### config.mk
export PLATFORM = sky130hd
export DESIGN_NAME = bin2bcd_seq_flat
export DESIGN_NICKNAME = d
export VERILOG_FILES = /design/src/rtl/bin2bcd_seq_if.sv /design/src/rtl/bin2bcd_seq.sv /design/src/flat_wrapper.sv
export SDC_FILE = /design/constraint.sdc
export NUM_CORES = 1
export LEC_CHECK = 0
export CAP_MARGIN = 20
export CORE_MARGIN = 2
export CORE_UTILIZATION = 59
export DETAILED_ROUTE_END_ITERATION = 10
export PLACE_DENSITY = 0.84
export SYNTH_ARGS = -nofsm -noshare
export SYNTH_HDL_FRONTEND = slang
export SYNTH_SLANG_ARGS = --single-unit
### constraint.sdc
create_clock -name i_clk -period 3.5 [get_ports i_clk]
set_clock_uncertainty 0.15 [all_clocks]
set_input_delay 0.35 -clock i_clk [delete_from_list [all_inputs] [get_ports i_clk]]
set_output_delay 0.35 -clock i_clk [all_outputs]
set_load 0.02 [all_outputs]
### src/rtl/bin2bcd_seq_if.sv
// bin2bcd_seq_if: request/result bundle for the sequential binary-to-BCD converter.
//   Parameters W (binary width) and D (BCD digit count) must match the converter.
//   i_start : conversion request (requester -> converter)
//   i_bin   : W-bit unsigned value, sampled on the accepting edge
//   o_busy  : conversion in progress
//   o_done  : one-cycle pulse when o_bcd/o_ovf are updated
//   o_bcd   : 4*D-bit result, digit k at [4k+3:4k]
//   o_ovf   : value did not fit in D digits
//   o_seg   : 7*D-bit segment patterns {g,f,e,d,c,b,a} per digit; this signal
//             exists only when BIN2BCD_SEG_EN is defined
// The master modport is the requester side; the slave modport is the converter side.
interface bin2bcd_seq_if #(
   parameter int unsigned W = 8,
   parameter int unsigned D = 3
) ();
   logic           i_start;
   logic [W-1:0]   i_bin;
   logic           o_busy;
   logic           o_done;
   logic [4*D-1:0] o_bcd;
   logic           o_ovf;
`ifdef BIN2BCD_SEG_EN
   logic [7*D-1:0] o_seg;

   modport master (output i_start, i_bin, input o_busy, o_done, o_bcd, o_ovf, o_seg);
   modport slave  (input i_start, i_bin, output o_busy, o_done, o_bcd, o_ovf, o_seg);
`else
   modport master (output i_start, i_bin, input o_busy, o_done, o_bcd, o_ovf);
   modport slave  (input i_start, i_bin, output o_busy, o_done, o_bcd, o_ovf);
`endif
endinterface

### src/rtl/bin2bcd_seq.sv
// bin2bcd_seq: sequential binary-to-BCD converter (double dabble, one bit per clock).
//   W-bit unsigned input is converted to D BCD digits in W cycles after acceptance.
//   The result and overflow flag are held until the next conversion completes.
// Ports:
//   i_clk : rising-edge clock
//   i_rst : asynchronous active-high reset
//   bus   : bin2bcd_seq_if.slave (i_start, i_bin, o_busy, o_done, o_bcd, o_ovf[, o_seg])
// Optional feature:
//   BIN2BCD_SEG_EN defined -> o_seg carries registered seven-segment patterns of the
//   result digits, updated on the same edge as o_bcd.
module bin2bcd_seq #(
   parameter int unsigned W = 8,
   parameter int unsigned D = 3
) (
   input  logic          i_clk,
   input  logic          i_rst,
   bin2bcd_seq_if.slave  bus
);
   localparam int unsigned WR = 4*D + W;

   typedef enum logic {S_IDLE, S_SHIFT} state_t;

   state_t         r_state, w_state_nxt;
   logic [WR-1:0]  r_work;
   logic [WR-1:0]  w_adj;
   logic [WR-1:0]  w_shift;
   logic [5:0]     r_cnt;
   logic           r_acc;
   logic           r_done;
   logic           r_ovf;
   logic [4*D-1:0] r_bcd;
   logic           w_load;
   logic           w_iter;
   logic           w_last;

   // Digits sit above the binary field; add 3 to any digit >= 5, then shift.
   always_comb begin
      w_adj = r_work;
      for (int unsigned k = 0; k < D; k++) begin
         if (r_work[W+4*k +: 4] >= 4'd5)
            w_adj[W+4*k +: 4] = r_work[W+4*k +: 4] + 4'd3;
      end
      w_shift = {w_adj[WR-2:0], 1'b0};
   end

   always_ff @(posedge i_clk or posedge i_rst) begin
      if (i_rst) r_state <= S_IDLE;
      else       r_state <= w_state_nxt;
   end

   always_comb begin
      w_state_nxt = r_state;
      w_load      = 1'b0;
      w_iter      = 1'b0;
      w_last      = 1'b0;
      case (r_state)
         S_IDLE: begin
            if (bus.i_start) begin
               w_load      = 1'b1;
               w_state_nxt = S_SHIFT;
            end
         end
         S_SHIFT: begin
            w_iter = 1'b1;
            if (r_cnt == 6'd1) begin
               w_last      = 1'b1;
               w_state_nxt = S_IDLE;
            end
         end
         default: w_state_nxt = S_IDLE;
      endcase
   end

`ifdef BIN2BCD_SEG_EN
   function automatic logic [6:0] seg7(input logic [3:0] d);
      case (d)
         4'd0:    seg7 = 7'b0111111;
         4'd1:    seg7 = 7'b0000110;
         4'd2:    seg7 = 7'b1011011;
         4'd3:    seg7 = 7'b1001111;
         4'd4:    seg7 = 7'b1100110;
         4'd5:    seg7 = 7'b1101101;
         4'd6:    seg7 = 7'b1111101;
         4'd7:    seg7 = 7'b0000111;
         4'd8:    seg7 = 7'b1111111;
         4'd9:    seg7 = 7'b1101111;
         default: seg7 = 7'b0000000;
      endcase
   endfunction

   logic [7*D-1:0] r_seg;
   logic [7*D-1:0] w_seg;

   // Decoded from the post-shift digits so the pattern registers with o_bcd.
   always_comb begin
      w_seg = '0;
      for (int unsigned k = 0; k < D; k++)
         w_seg[7*k +: 7] = seg7(w_shift[W+4*k +: 4]);
   end

   always_ff @(posedge i_clk or posedge i_rst) begin
      if (i_rst)       r_seg <= {D{7'b0111111}};
      else if (w_last) r_seg <= w_seg;
   end

   assign bus.o_seg = r_seg;
`endif

   always_ff @(posedge i_clk or posedge i_rst) begin
      if (i_rst) begin
         r_work <= '0;
         r_cnt  <= '0;
         r_acc  <= 1'b0;
         r_done <= 1'b0;
         r_bcd  <= '0;
         r_ovf  <= 1'b0;
      end else begin
         r_done <= w_last;
         if (w_load) begin
            r_work <= WR'(bus.i_bin);
            r_cnt  <= 6'(W);
            r_acc  <= 1'b0;
         end else if (w_iter) begin
            r_work <= w_shift;
            r_cnt  <= r_cnt - 6'd1;
            r_acc  <= r_acc | w_adj[WR-1];
            if (w_last) begin
               // Include the bit leaving on this final shift.
               r_bcd <= w_shift[W +: 4*D];
               r_ovf <= r_acc | w_adj[WR-1];
            end
         end
      end
   end

   assign bus.o_busy = (r_state == S_SHIFT);
   assign bus.o_done = r_done;
   assign bus.o_bcd  = r_bcd;
   assign bus.o_ovf  = r_ovf;
endmodule

### src/flat_wrapper.sv
// flat-port wrapper written by rule: the top's interface ports become plain ports
module bin2bcd_seq_flat 
#(
   parameter int unsigned W = 8,
   parameter int unsigned D = 3
)
  (i_clk, i_rst, bus_i_start, bus_i_bin, bus_o_busy, bus_o_done, bus_o_bcd, bus_o_ovf);
  bin2bcd_seq_if #(.W(W), .D(D)) bus_i ();
  input  logic i_clk;
  input  logic i_rst;
  input wire logic [$bits(bus_i.i_start)-1:0] bus_i_start;
  input wire logic [$bits(bus_i.i_bin)-1:0] bus_i_bin;
  output wire logic [$bits(bus_i.o_busy)-1:0] bus_o_busy;
  output wire logic [$bits(bus_i.o_done)-1:0] bus_o_done;
  output wire logic [$bits(bus_i.o_bcd)-1:0] bus_o_bcd;
  output wire logic [$bits(bus_i.o_ovf)-1:0] bus_o_ovf;
  assign bus_i.i_start = bus_i_start;
  assign bus_i.i_bin = bus_i_bin;
  assign bus_o_busy = bus_i.o_busy;
  assign bus_o_done = bus_i.o_done;
  assign bus_o_bcd = bus_i.o_bcd;
  assign bus_o_ovf = bus_i.o_ovf;
  bin2bcd_seq #(.W(W), .D(D)) u_core (.i_clk(i_clk), .i_rst(i_rst), .bus(bus_i));
endmodule
# == Yosys cells after proc, flatten, opt, wreduce, memory -nomap -nowiden ==
# Cells that the tools add are included.
# totals
ff_bits,42
inputBits,11
out_inout_bits,15
# op_classes
add_sub_neg,4
order_cmp,3
eq_ne,1
mux,16
bitwise_logic,3
reduce_logical,2
# op_table
operator,count
$mux W20,2
$add A4 B2 Y4 const B,3
$ge A4 B3 Y1 const B,3
$mux W4,3
$mux W6,2
$mux W1,8
$eq A6 B1 Y1 const B,1
$sub A6 B1 Y6 const B,1
$reduce_and A3 Y1,1
$not A1 Y1,2
$pmux W1 S2,1
$reduce_bool A2 Y1,1
$or A1 B1 Y1,1

# == Depth between registers and ports, before layout ==
# logic_depth
word_depth,5
depth_mapped,6
ltp_nobuf,6

# == Worst setup path before layout ==
# OpenSTA, ideal clock, no wires.
# synth_timing
path_type,reg-to-reg
start,"register u_core.r_state, in the netlist u_core.bus.o_busy"
end,"register u_core.r_bcd[10], in the netlist u_core.bus.o_bcd[10]"
setup_ps,125
arrival_time_ps,1432
t_required_ps,3225
path_slack_ps,1793
path_stages_with_launch,6
cell_sequence,dfrtp_1 -> buf_4 -> nor4b_4 -> nand3b_4 -> clkinv_8 -> mux2_4
# synth_rtl
item,line_no,text
start: declaration,bin2bcd_seq.sv:23,"state_t r_state, w_state_nxt;"
start signal: assignment,bin2bcd_seq.sv:48,else r_state <= w_state_nxt;
$mux W1,bin2bcd_seq.sv:56,case (r_state)
net u_core.w_last,bin2bcd_seq.sv:34,logic w_last;
$reduce_and A3 Y1 (no source line),--,
end signal: assignment,bin2bcd_seq.sv:129,r_bcd <= w_shift[W +: 4*D];
end: declaration,bin2bcd_seq.sv:31,logic [4*D-1:0] r_bcd;
# The timed path passes the listed nets, and every way through them passes these cells.
# A chain may end at the register's enable or synchronous reset.

# == Worst setup path after layout ==
# layout_timing
start,"register u_core.r_state, in the netlist u_core.bus.o_busy"
end,output port bus_o_busy
# layout_rtl
item,line_no,text
end: declaration,flat_wrapper.sv:13,output wire logic [$bits(bus_i.o_busy)-1:0] bus_o_busy;
# No word-level cell between the ends.

==> results.ini <==
[setup_path]
crit_chain = clkdlybuf4s50_1
worstPathRequired_ns = 3.00
critPathMaxFanout = 21
arrival_ns = 1.80
worst-path-buf-inv = 1
critical_path.slowest_cell = clkdlybuf4s50_1
cp-end-kind = output port
cpLargestDelayFamily = buffers and inverters
max_stage_delay_ns = 0.73
critPathLaunchType = flip-flop
crit_type = reg -> out

[power_and_ir_drop]
power_leakage_nw = 1.14
vdd_drop_max_uv = 582
power_mw = 2.26
power_density_nw_per_um2 = 935

[clocking]
cts-hold-fix-buffers = 0
clkSlewWorstSetupHoldPaths_ns = 0.13
root_buffer = clkbuf_4
cts_buffers = 5
cts_resized = 0
h-tree-depth = 2
clock_sinks = 42
clockBufferDepth = 2
cts_tree = done
post_cts_buffers = 0
insertion_delay_ns = 0.37

[final_layout]
area_growth_pct = 17.7
final_util = 0.726
drive_above_1_share = 0.108
nets = 240
fin_cells = 268
antenna_cells = 0
fin_area_um2 = 2420

[floorplanning]
dieArea_um2 = 3980
fp.dieW_um = 63.1
rows = 21
fp.dieH_um = 63.1
start_util = 0.617
pin_count = 26
core_um2 = 3340

[synth]
syn_avg_cell_area_um2 = 10.6
synthCells = 194
synth_cell_types = 28
ys_warn_count = 0
synth_fp_nets = 213
ys_seq_area_frac = 0.511
ys_seq_elements = 42
synth_area_um2 = 2060

[sta]
finalHoldViolCount = 0
slew_headroom = 0.568
setup_violations = 0
worst_slew_pin_slew_ns = 0.645
setup_ws_ns = 1.20
setup_tns_ns = 0
drv_slew = 0
fin_crit_sh = 0.656
clock.fmax_ghz = 0.436
rsz0062_at_grt = no
min_period_ns = 2.30
holdWs_ns = 0.251

[grt]
grt_max_degree = 43
grt_overflow = 0
grt_first_pass_wirelength_um = 6730
antenna_found_initial = 0
first_global_vias = 1505
grtUsageTotal = 0.219

[routing]
routed_wl_um = 3870
drtAntennaViolNets = 0
firstDrtPassIters = 4
wire_per_inst_um = 14.4
routed-wl-met3_um = 160
vias = 1498
drc_errors = 0
drt_iter0_markers = 122
top_layer = met4
dr_wl_met2_um = 1890
met1Wirelength_um = 1750
viasPerCell = 5.59

[placement]
gp_congestion = 0.836
placed_cells = 260
place_area_um2 = 2340
place_ws_ns = 1.29
port_buffers = 25
hpwl_um = 2780

[job]
maxCapViolations = 0

[status]
status = finished, final reports clean

[min_path]
hp-class = in -> async

## final cells by class
cell class	instances	area, um2
Inverter	11	53.8
Clock inverter	3	40.0
Tap cell	46	57.6
Timing Repair Buffer	28	273
Sequential cell	42	1050
Clock buffer	5	37.5
Multi-Input combinational cell	133	910
Fill cell	261	915
## cells in the mapped netlist
library cell | count | area, um2
xnor2_1 | 4 | 35.0
buf_6 | 1 | 11.3
nand2_1 | 28 | 105
a21o_1 | 3 | 22.5
o21ai_2 | 4 | 35.0
o22ai_1 | 3 | 18.8
a22o_1 | 3 | 26.3
nor4b_4 | 1 | 23.8
o21ai_1 | 1 | 5.00
a2bb2oi_1 | 1 | 8.76
nand3b_4 | 1 | 20.0
nor2_1 | 6 | 22.5
buf_2 | 2 | 10.0
clkinv_8 | 1 | 16.3
inv_1 | 10 | 37.5
mux2i_1 | 11 | 110
a21oi_1 | 11 | 55.1
dfrtp_1 | 42 | 1050
o21ai_0 | 19 | 95.1
o31ai_1 | 1 | 7.51
nor3_1 | 8 | 40.0
nand3_1 | 5 | 25.0
nand2b_1 | 3 | 18.8
buf_4 | 1 | 7.51
ha_1 | 8 | 100
mux2_4 | 6 | 90.1
nor3b_1 | 6 | 45.0
clkbuf_1 | 4 | 15.0
## routing by layer
metal | GRT usage | vias up
met5 | 0 | -
met4 | 0.0833 | 0
met3 | 0.0536 | 9
met2 | 0.363 | 40
met1 | 0.279 | 725
li1 | - | 724
## kinds of logic after synthesis
family | after synthesis | share of synthesized area
DFF | 42 | 0.511
and+or+nand+nor | 58 | 0.146
adders and majority gates | 8 | 0.0486
xor gates and xnor gates | 4 | 0.0170
muxes | 17 | 0.0973
AOI/OAI and AO/OA | 46 | 0.133
buffers and inverters | 19 | 0.0474
## state kept, by name, indices dropped and copies added, names as in the netlist
register           cells
u_core.bus.o_done      1
u_core.bus.o_busy      1
u_core.bus.o_bcd      12
u_core.r_work         20
u_core.r_cnt           6
u_core.r_acc           1
u_core.bus.o_ovf       1
## power by group
part / switching (mW) / internal, mW / leakage (nW) / total [mW]
logic: 0.553 / 0.521 / 0.565 / 1.07
registers: 0.193 / 0.691 / 0.527 / 0.884
clock network: 0.159 / 0.148 / 0.0450 / 0.307
total: 0.904 / 1.36 / 1.14 / 2.26
## placed cells by master, fill, tap and decap left out, types with 4 or more instances in the layout
cell type / instances
nor2_1: 6
clkbuf_4: 5
clkdlybuf4s50_1: 25
xnor2_1: 4
a21oi_1: 11
inv_1: 10
nand3_1: 5
o21ai_0: 19
o21ai_2: 4
dfrtp_1: 42
nor3b_1: 6
nor3_1: 8
mux2_4: 6
ha_1: 8
nand2_1: 28
mux2i_1: 11
## path summary, 6_finish.rpt
kind	slack (ns)	end	startpoint	depth (start not counted)
max	1.20	bus_o_busy	u_core.bus.o_busy$_DFF_PP0_	1
min	0.25	u_core.r_cnt[4]$_DFFE_PP0P_	i_rst	3
max reg2reg	1.42	u_core.bus.o_bcd[1]$_DFFE_PP0P_	u_core.bus.o_busy$_DFF_PP0_	4
min reg2reg	0.34	u_core.bus.o_bcd[0]$_DFFE_PP0P_	u_core.bus.o_bcd[0]$_DFFE_PP0P_	2
max in group asynchronous	2.58	u_core.r_work[4]$_DFFE_PP0P_	i_rst	3
min in group i_clk	0.34	u_core.bus.o_bcd[0]$_DFFE_PP0P_	u_core.bus.o_bcd[0]$_DFFE_PP0P_	2
(Power assumes the default switching activity.)
